**config.mk**
```make
export PLATFORM = sky130hd
export DESIGN_NAME = rr_reg_arbiter
export DESIGN_NICKNAME = d
export VERILOG_FILES = /design/src/rtl/rr_arb_pkg.sv /design/src/rtl/rr_priority_pick.sv /design/src/rtl/rr_reg_arbiter.sv
export SDC_FILE = /design/constraint.sdc
export NUM_CORES = 1
export LEC_CHECK = 0
export CAP_MARGIN = 20
export CELL_PAD_IN_SITES_DETAIL_PLACEMENT = 1
export CELL_PAD_IN_SITES_GLOBAL_PLACEMENT = 2
export CORE_MARGIN = 2
export CORE_UTILIZATION = 26
export CTS_BUF_LIST = sky130_fd_sc_hd__clkbuf_8
export DETAILED_ROUTE_END_ITERATION = 12
export PLACE_DENSITY_LB_ADDON = 0.15
export RECOVER_POWER = 100
export SLEW_MARGIN = 0
export SYNTH_ARGS = -nofsm -noshare
export SYNTH_HDL_FRONTEND = slang
export SYNTH_SLANG_ARGS = --single-unit
```
**constraint.sdc**
```tcl
create_clock -name clk -period 2.05 [get_ports clk]
set_input_delay 0.3075 -clock clk [delete_from_list [all_inputs] [get_ports clk]]
set_output_delay 0.3075 -clock clk [all_outputs]
set_load 0.01 [all_outputs]
```
**src/rtl/rr_arb_pkg.sv**
```systemverilog
// Shared types and defaults for the round-robin register arbiter.
// Holds the FSM state enum and pointer wrap helper.
package rr_arb_pkg;

  typedef enum logic {
    IDLE  = 1'b0,
    GRANT = 1'b1
  } arb_state_e;

  localparam int DEF_N        = 4;
  localparam int DEF_W        = 8;
  localparam int DEF_MAX_HOLD = 4;

  // Pointer to the requester after owner, wrapping at n.
  function automatic int next_ptr(input int owner, input int n);
    return (owner + 1 >= n) ? 0 : owner + 1;
  endfunction

endpackage

```
**src/rtl/rr_priority_pick.sv**
```systemverilog
// Rotating-priority encoder: first request at or after ptr.
// Doubles the request vector so the wrap needs no special case.
module rr_priority_pick #(
  parameter int N  = 4,
  parameter int IW = (N > 1) ? $clog2(N) : 1
) (
  input  logic [N-1:0]  req,
  input  logic [IW-1:0] ptr,
  output logic [N-1:0]  gnt,
  output logic [IW-1:0] idx,
  output logic          any
);

  logic [2*N-1:0] dbl;
  logic           found;

  // Mask the low copy below ptr, then find the first set bit.
  always_comb begin
    dbl   = {req, req};
    gnt   = '0;
    idx   = '0;
    found = 1'b0;
    for (int k = 0; k < N; k++) begin
      if (k < int'(ptr)) dbl[k] = 1'b0;
    end
    for (int k = 0; k < 2 * N; k++) begin
      if (!found && dbl[k]) begin
        found = 1'b1;
        idx   = IW'(k % N);
      end
    end
    any = found;
    if (found) gnt[idx] = 1'b1;
  end

endmodule

```
**src/rtl/rr_reg_arbiter.sv**
```systemverilog
// Round-robin arbiter sharing one W-bit register among N requesters.
// Each capture pulses q_valid once and records the owner ID.
module rr_reg_arbiter
  import rr_arb_pkg::*;
#(
  parameter  int N        = DEF_N,
  parameter  int W        = DEF_W,
  parameter  int MAX_HOLD = DEF_MAX_HOLD,
  localparam int IW       = $clog2(N),
  localparam int HW       = (MAX_HOLD > 1) ? $clog2(MAX_HOLD) : 1
) (
  input  logic           clk,
  input  logic           reset_n,
  input  logic [N-1:0]   req_valid,
  input  logic [N-1:0]   req_lock,
  input  logic [N*W-1:0] req_data,
  output logic [N-1:0]   req_ready,
  output logic [W-1:0]   q_data,
  output logic           q_valid,
  output logic [IW-1:0]  q_owner
);

  arb_state_e    state_q, state_d;
  logic [IW-1:0] ptr_q, ptr_d;
  logic [N-1:0]  gnt_q, gnt_d;
  logic [IW-1:0] owner_q, owner_d;
  logic [HW-1:0] hold_q, hold_d;
  logic [W-1:0]  q_data_q, q_data_d;
  logic          q_valid_q, q_valid_d;
  logic [IW-1:0] q_owner_q, q_owner_d;

  logic [N-1:0]  pick_gnt;
  logic [IW-1:0] pick_idx;
  logic          pick_any;
  logic [W-1:0]  own_data;
  logic          hold_ok;

  rr_priority_pick #(
    .N  (N),
    .IW (IW)
  ) u_pick (
    .req (req_valid),
    .ptr (ptr_q),
    .gnt (pick_gnt),
    .idx (pick_idx),
    .any (pick_any)
  );

  assign own_data  = req_data[int'(owner_q) * W +: W];
  assign hold_ok   = 32'(hold_q) < 32'(MAX_HOLD - 1);
  assign req_ready = gnt_q;
  assign q_data    = q_data_q;
  assign q_valid   = q_valid_q;
  assign q_owner   = q_owner_q;

  // Next-state, grant, hold and capture logic.
  always_comb begin
    state_d   = state_q;
    ptr_d     = ptr_q;
    gnt_d     = gnt_q;
    owner_d   = owner_q;
    hold_d    = hold_q;
    q_data_d  = q_data_q;
    q_valid_d = 1'b0;
    q_owner_d = q_owner_q;
    unique case (state_q)
      IDLE: begin
        if (pick_any) begin
          gnt_d   = pick_gnt;
          owner_d = pick_idx;
          state_d = GRANT;
        end
      end
      GRANT: begin
        if (req_valid[owner_q]) begin
          q_data_d  = own_data;
          q_owner_d = owner_q;
          q_valid_d = 1'b1;
        end
        if (req_valid[owner_q] && req_lock[owner_q] && hold_ok) begin
          hold_d = hold_q + HW'(1);
        end else begin
          ptr_d   = IW'(next_ptr(int'(owner_q), N));
          hold_d  = '0;
          gnt_d   = '0;
          state_d = IDLE;
        end
      end
      default: state_d = IDLE;
    endcase
  end

  // State, counters and shared data register.
  always_ff @(posedge clk or negedge reset_n) begin
    if (!reset_n) begin
      state_q   <= IDLE;
      ptr_q     <= '0;
      gnt_q     <= '0;
      owner_q   <= '0;
      hold_q    <= '0;
      q_data_q  <= '0;
      q_valid_q <= 1'b0;
      q_owner_q <= '0;
    end else begin
      state_q   <= state_d;
      ptr_q     <= ptr_d;
      gnt_q     <= gnt_d;
      owner_q   <= owner_d;
      hold_q    <= hold_d;
      q_data_q  <= q_data_d;
      q_valid_q <= q_valid_d;
      q_owner_q <= q_owner_d;
    end
  end

endmodule

```
## Word-level counts from Yosys, hierarchy flattened

Cells that the tools add are included.

- Register bits after elaboration: 22
- Bits of input ports: 42
- Output and inout bits: 15

- Add/subtract/negate cells: 2
- Order comparisons: 8
- Equality and inequality tests: 2
- Shifts and indexed selects: 1
- Multiplexer cells: 34
- Bitwise gates (word level): 2
- Reduce and logical (&&, ||, !) cells: 21

Operators by type and width:

| cell | number |
|---|---|
| indexed part select 32 x 6 -> 8 bit | 1 |
| two-way mux 1 bit | 19 |
| two-way mux 2 bit | 8 |
| logical AND 1 bit | 10 |
| two-way mux 4 bit | 2 |
| case mux 4 bit (2 select lines) | 1 |
| AND reduction 2 bit | 4 |
| logical NOT 1 bit | 7 |
| less-than comparator 2 x 3 -> 1 bit (second input constant) | 2 |
| binary-select mux 1 bit (select 2 bit) | 2 |
| less-than comparator 1 x 2 -> 1 bit (first input constant) | 2 |
| inequality test 2 bit (second input constant) | 2 |
| adder 2 x 1 -> 3 bit (second input constant) | 1 |
| greater-or-equal comparator 3 bit (second input constant) | 1 |
| adder 2 x 1 -> 2 bit (second input constant) | 1 |
| demux 1 bit (select 2 bit) | 1 |
| greater-or-equal comparator 2 x 1 -> 1 bit (second input constant) | 1 |
| less-than comparator 2 bit (first input constant) | 1 |
| less-than comparator 2 bit (second input constant) | 1 |
| NOT 1 bit | 2 |
| case mux 1 bit (2 select lines) | 1 |

## Logic depth before layout (Yosys ltp)

- Depth in word-level cells: 30
- Gate-level depth with buffers: 6
- Mapped depth without buffers: 4

## Hierarchy

From an unflattened synthesis, not the netlist that was laid out.

- Cell total of the unflattened synthesis: 115
- Area, all modules: 1,361.3 um^2

Modules (own cells, without submodules):

| module | times used | cells an instance | area each (um^2) |
|---|---|---|---|
| rr_reg_arbiter | 1 | 83 | 1,159.9 |
| rr_priority_pick | 1 | 32 | 201.4 |

## Least setup slack after synthesis

OpenSTA, ideal clock, no wires.

- Path type: flip-flop to flip-flop
- Start: register owner_q[0]
- End: register ptr_q[0]
- Setup time: 0.125 ns
- Data arrival time: 1.585 ns
- Required time: 1.925 ns
- Setup slack: 0.340 ns
- Cell stages (with the launch flop): 6
- Buffers on the path: 1
- Clock period less this slack: 1.710 ns
- Cells stage by stage: dfrtp_1 -> buf_6 -> mux2i_1 -> or4b_1 -> nand3_1 -> mux2_2

- Cells in the longest elaborated chain, start to end: 6
- Elaborated cells on any way between the ends: 11
- Those cells by class: 1 x add/sub; 1 x order compare; 5 x mux; 1 x bitwise; 3 x reduce/logical

Ends and longest elaborated chain:

| item | RTL line | source |
|---|---|---|
| start: declaration | rr_reg_arbiter.sv:26 | `logic [IW-1:0] owner_q, owner_d;` |
| start signal: assignment | rr_reg_arbiter.sv:108 | `owner_q <= owner_d;` |
| parallel branches: the longest is 6 deep, another holds adder 2 x 1 -> 3 bit | - |  |
| end signal: assignment | rr_reg_arbiter.sv:106 | `ptr_q <= ptr_d;` |
| end: declaration | rr_reg_arbiter.sv:24 | `logic [IW-1:0] ptr_q, ptr_d;` |

Parallel ways; which one is timed is not known. The select of a mux whose other input is x is not followed.
A chain may end at the register's enable or synchronous reset.

## Worst setup path in the final report

- Start: input port req_valid[2]
- End: register gnt_q[3] (netlist: req_ready[3])

- Cells in the longest elaborated chain, start to end: 24
- Elaborated cells on any way between the ends: 38
- Those cells by class: 2 x order compare; 2 x eq/ne; 19 x mux; 15 x reduce/logical

Ends and longest elaborated chain:

| item | RTL line | source |
|---|---|---|
| start: declaration | rr_reg_arbiter.sv:14 | `input logic [N-1:0] req_valid,` |
| two-way mux 1 bit | rr_priority_pick.sv:24 | `if (k < int'(ptr)) dbl[k] = 1'b0;` |
| logical AND 1 bit | rr_priority_pick.sv:27 | `if (!found && dbl[k]) begin` |
| two-way mux 1 bit | rr_priority_pick.sv:27 |  |
| logical NOT 1 bit | rr_priority_pick.sv:27 |  |
| logical AND 1 bit | rr_priority_pick.sv:27 |  |
| two-way mux 1 bit | rr_priority_pick.sv:27 |  |
| logical NOT 1 bit | rr_priority_pick.sv:27 |  |
| logical AND 1 bit | rr_priority_pick.sv:27 |  |
| [... 8 more ...] | - |  |
| logical AND 1 bit | rr_priority_pick.sv:27 |  |
| two-way mux 2 bit | rr_priority_pick.sv:27 |  |
| less-than comparator 2 x 3 -> 1 bit (not written as such) or greater-or-equal comparator 2 x 1 -> 1 bit (tied branches) | rr_priority_pick.sv:33 | `if (found) gnt[idx] = 1'b1;` |
| logical AND 1 bit (not written as such) | rr_priority_pick.sv:33 |  |
| two-way mux 1 bit (not written as such) | rr_priority_pick.sv:33 |  |
| demux 1 bit (select 2 bit) | - |  |
| two-way mux 4 bit | rr_reg_arbiter.sv:68 | `if (pick_any) begin` |
| case mux 4 bit (2 select lines) | rr_reg_arbiter.sv:66 | `unique case (state_q)` |
| end signal: assignment | rr_reg_arbiter.sv:107 | `gnt_q <= gnt_d;` |
| end: declaration | rr_reg_arbiter.sv:25 | `logic [N-1:0] gnt_q, gnt_d;` |

Several ways; a longest one is shown, not always the timed one. The select of a mux whose other input is x is not followed.

==> impl_metrics.env <==
export IMPL_path_common_cell="clkbuf_1"
export IMPL_post_route_cell_area_mm2=0.001973
export IMPL_routed_wl_mm=3.508
export IMPL_timing_fmax_ghz=0.5360
export IMPL_synthArstFlopShare_pct=100.0
export IMPL_yosys_warnings=0
export IMPL_clkSinkCount=22
export IMPL_critPathArrivalTime_ns=2.02
export IMPL_ir_worst_vdd_uv=475.0
export IMPL_max_stage_delay_ns=0.57
export IMPL_antenna_cells=0
export IMPL_worstMarginPinSlew_ns=1.243
export IMPL_fin_util_pct=42.05
export IMPL_hold_viol_final=0
export IMPL_outcome="completed"
export IMPL_p_leak_nw=0.8191
export IMPL_slowest_stage="dlygate4sd3_1"
export IMPL_io_buffers=56
export IMPL_grt_pass1_wl_mm=5.547
export IMPL_grt_max_degree=23
export IMPL_dieHeight_um=73.51
export IMPL_hpwl_mm=2.745
export IMPL_clk_pin_slew_ns=0.08
export IMPL_dr_pass1_iters=4
export IMPL_start_kind="primary input"
export IMPL_drive_gt1_share_pct=20.50
export IMPL_grt_use_total_pct=13.72
export IMPL_period_share_pct=91.02
export IMPL_cts_tree="done"
export IMPL_dieArea_mm2=0.005404
export IMPL_max_cap_violations=0
export IMPL_intPower_mw=1.696
export IMPL_critPathKind="primary input to flip-flop"
export IMPL_hold_buffers=0
export IMPL_die_width_um=73.51
export IMPL_p_switching_mw=0.8671
export IMPL_dpl_cell_area_mm2=0.001913
export IMPL_ant_nets=0
export IMPL_netlist_instances=98
export IMPL_p_sw_share_pct=33.83
export IMPL_use_met2_pct=24.21
export IMPL_grt_pass1_vias=1156
export IMPL_clockRootBuffer="clkbuf_8"
export IMPL_synth_edf_count=0
export IMPL_mappedNetlistArea_mm2=0.001256
export IMPL_clock_latency_ns=0.26
export IMPL_ys_seq_area_share_pct=43.82
export IMPL_multiInputGateArea_um2=659.4
export IMPL_gr_total_overflow=0
export IMPL_coreArea_mm2=0.004692
export IMPL_regArea_um2=550.5
export IMPL_syn_avg_cell_area_um2=12.82
export IMPL_crit_fanout=4
export IMPL_end_kind="flip-flop"
export IMPL_cts_root_to_sink_buffers=2
export IMPL_tns_ns=0
export IMPL_vias_per_cell=5.009
export IMPL_antenna_found_initial=0
export IMPL_maxSlewViolCount=0
export IMPL_drtIter0Drc=45
export IMPL_synth_cell_types=32
export IMPL_power_frac_seq_pct=32.5
export IMPL_cts_made_buffers=3
export IMPL_finalWeightedCongestion=0.7227
export IMPL_cp_cell_sequence="dlygate4sd3_1, clkbuf_1, nor4_1, clkbuf_1, nor2b_1, a221o_1, a22o_1"
export IMPL_wl_per_cell_um=16.32
export IMPL_cts_resized_gates=0
export IMPL_start_util_pct=26.77
export IMPL_period_needed_ns=1.866
export IMPL_gr_max_usage_layer="met2"
export IMPL_drc=0
export IMPL_ys_seq_elements=22
export IMPL_via_count=1077
export IMPL_fillers=517
export IMPL_ios=57
export IMPL_syn_to_final_growth_pct=57.07
export IMPL_powerDensity_mw_per_mm2=1299
export IMPL_skew_ns=0.003237
export IMPL_setup_viol=0
export IMPL_hold_class="flip-flop to flip-flop"
export IMPL_num_rows=25
export IMPL_required_ns=2.21
export IMPL_cts_htree_levels=1
export IMPL_layout_nets=206
export IMPL_synth_ff_type="dfrtp_1"
export IMPL_use_met3_pct=3.292
export IMPL_p_comb_share_pct=51.8
export IMPL_relSlewSlack_pct=17.10
export IMPL_use_met1_pct=17.16
export IMPL_post_cts_setup_buffers=0
export IMPL_rsz0062_at_grt="false"
export IMPL_synth_nets=142
export IMPL_clkPwrFrac_pct=15.7
## synth_stat cells, types with 2 or more instances
master	instances	area (um^2)
nand3_1	2	10.01
mux2i_1	2	20.02
nor2_1	3	11.26
ha_1	2	25.02
o21ai_0	2	10.01
nor4_1	2	12.51
mux2_2	15	168.9
a22o_1	2	17.52
clkbuf_1	2	7.510
mux4_2	8	180.2
nand2_1	3	11.26
nand2b_1	3	18.77
a211oi_1	2	15.01
inv_1	4	15.01
dfrtp_1	22	550.5
nor2b_1	2	12.51
a21oi_1	5	25.02
o2bb2ai_1	2	17.52
a211o_1	2	17.52
## critical path, delay by kind of cell
kind                   cells  cell delay, ns
buffers and inverters      3            0.88
AO/OA/AOI/OAI              2            0.61
AND/OR/NAND/NOR            2            0.22
## logic make-up after synthesis
logic type,count (synthesis),share of synthesized area [%]
adder cells (fa/ha/maj),2,1.992
AO/OA/AOI/OAI,20,11.36
multiplexers,26,30.58
buffers and inverters,9,3.685
flip-flops,22,43.82
AND/OR/NAND/NOR,19,8.566
## sequential cells by signal (all words and copies together) (netlist names)
signal	flops
q_valid	1
owner_q	2
req_ready	4
ptr_q	2
state_q	1
hold_q	2
q_data	8
q_owner	2
## worst paths after layout
path	start	to	slack [ns]	depth (start not counted)
setup / recovery	req_valid[2]	req_ready[3]	0.18	7
hold / removal	req_ready[0]	req_ready[0]	0.50	1
setup reg to reg	owner_q[0]	ptr_q[0]	0.19	4
hold reg to reg	req_ready[0]	req_ready[0]	0.50	1
max in group asynchronous	reset_n	q_valid	0.48	2
min in group asynchronous	reset_n	ptr_q[1]	0.83	2
## per-stage QoR
stage	hold WS, ns	instances	setup slack, ns	total power, mW
after global placement	0.4903	211	0.02250	2.203
after global routing	0.5193	215	0.06127	2.762
after detailed placement	0.4926	211	-0.01775	2.254
after floorplan	0.01191	98	0.3404	1.666
after CTS	0.4031	215	0.1726	2.678
final	0.4993	215	0.1842	2.563
## power groups by stage
stage               logic (mW)  clock network [mW]  registers (mW)
floorplan                0.833                   0           0.833
global placement          1.36                   0           0.838
detailed placement        1.40                   0           0.850
CTS                       1.41               0.424           0.841
global route              1.45               0.441           0.871
finish                    1.33               0.403           0.832
## area by class of cell
class	count	area share [%]
multi-input combinational	67	33.42
timing repair buffer	64	30.88
sequential	22	27.90
tap	54	3.424
clock buffer	3	2.093
clock inverter	1	1.522
inverter	4	0.7609
## layout by cell type, fill, tap and decap left out, drive strengths merged, types with 4 or more instances in the layout
| cell type | synthesis | layout |
|---|---|---|
| a21oi | 5 | 5 |
| buf | 3 | 5 |
| clkbuf | 2 | 6 |
| clkdlybuf4s50 | 0 | 39 |
| dfrtp | 22 | 22 |
| dlygate4sd3 | 0 | 17 |
| inv | 4 | 4 |
| mux2 | 16 | 16 |
| mux4 | 8 | 8 |
## layer usage
metal  vias up  wire, um
li1        502         -
met1       546      1486
met2        25      1861
met3         4       134
met4         0        25
met5         -         0
(Power assumes the default switching activity.)
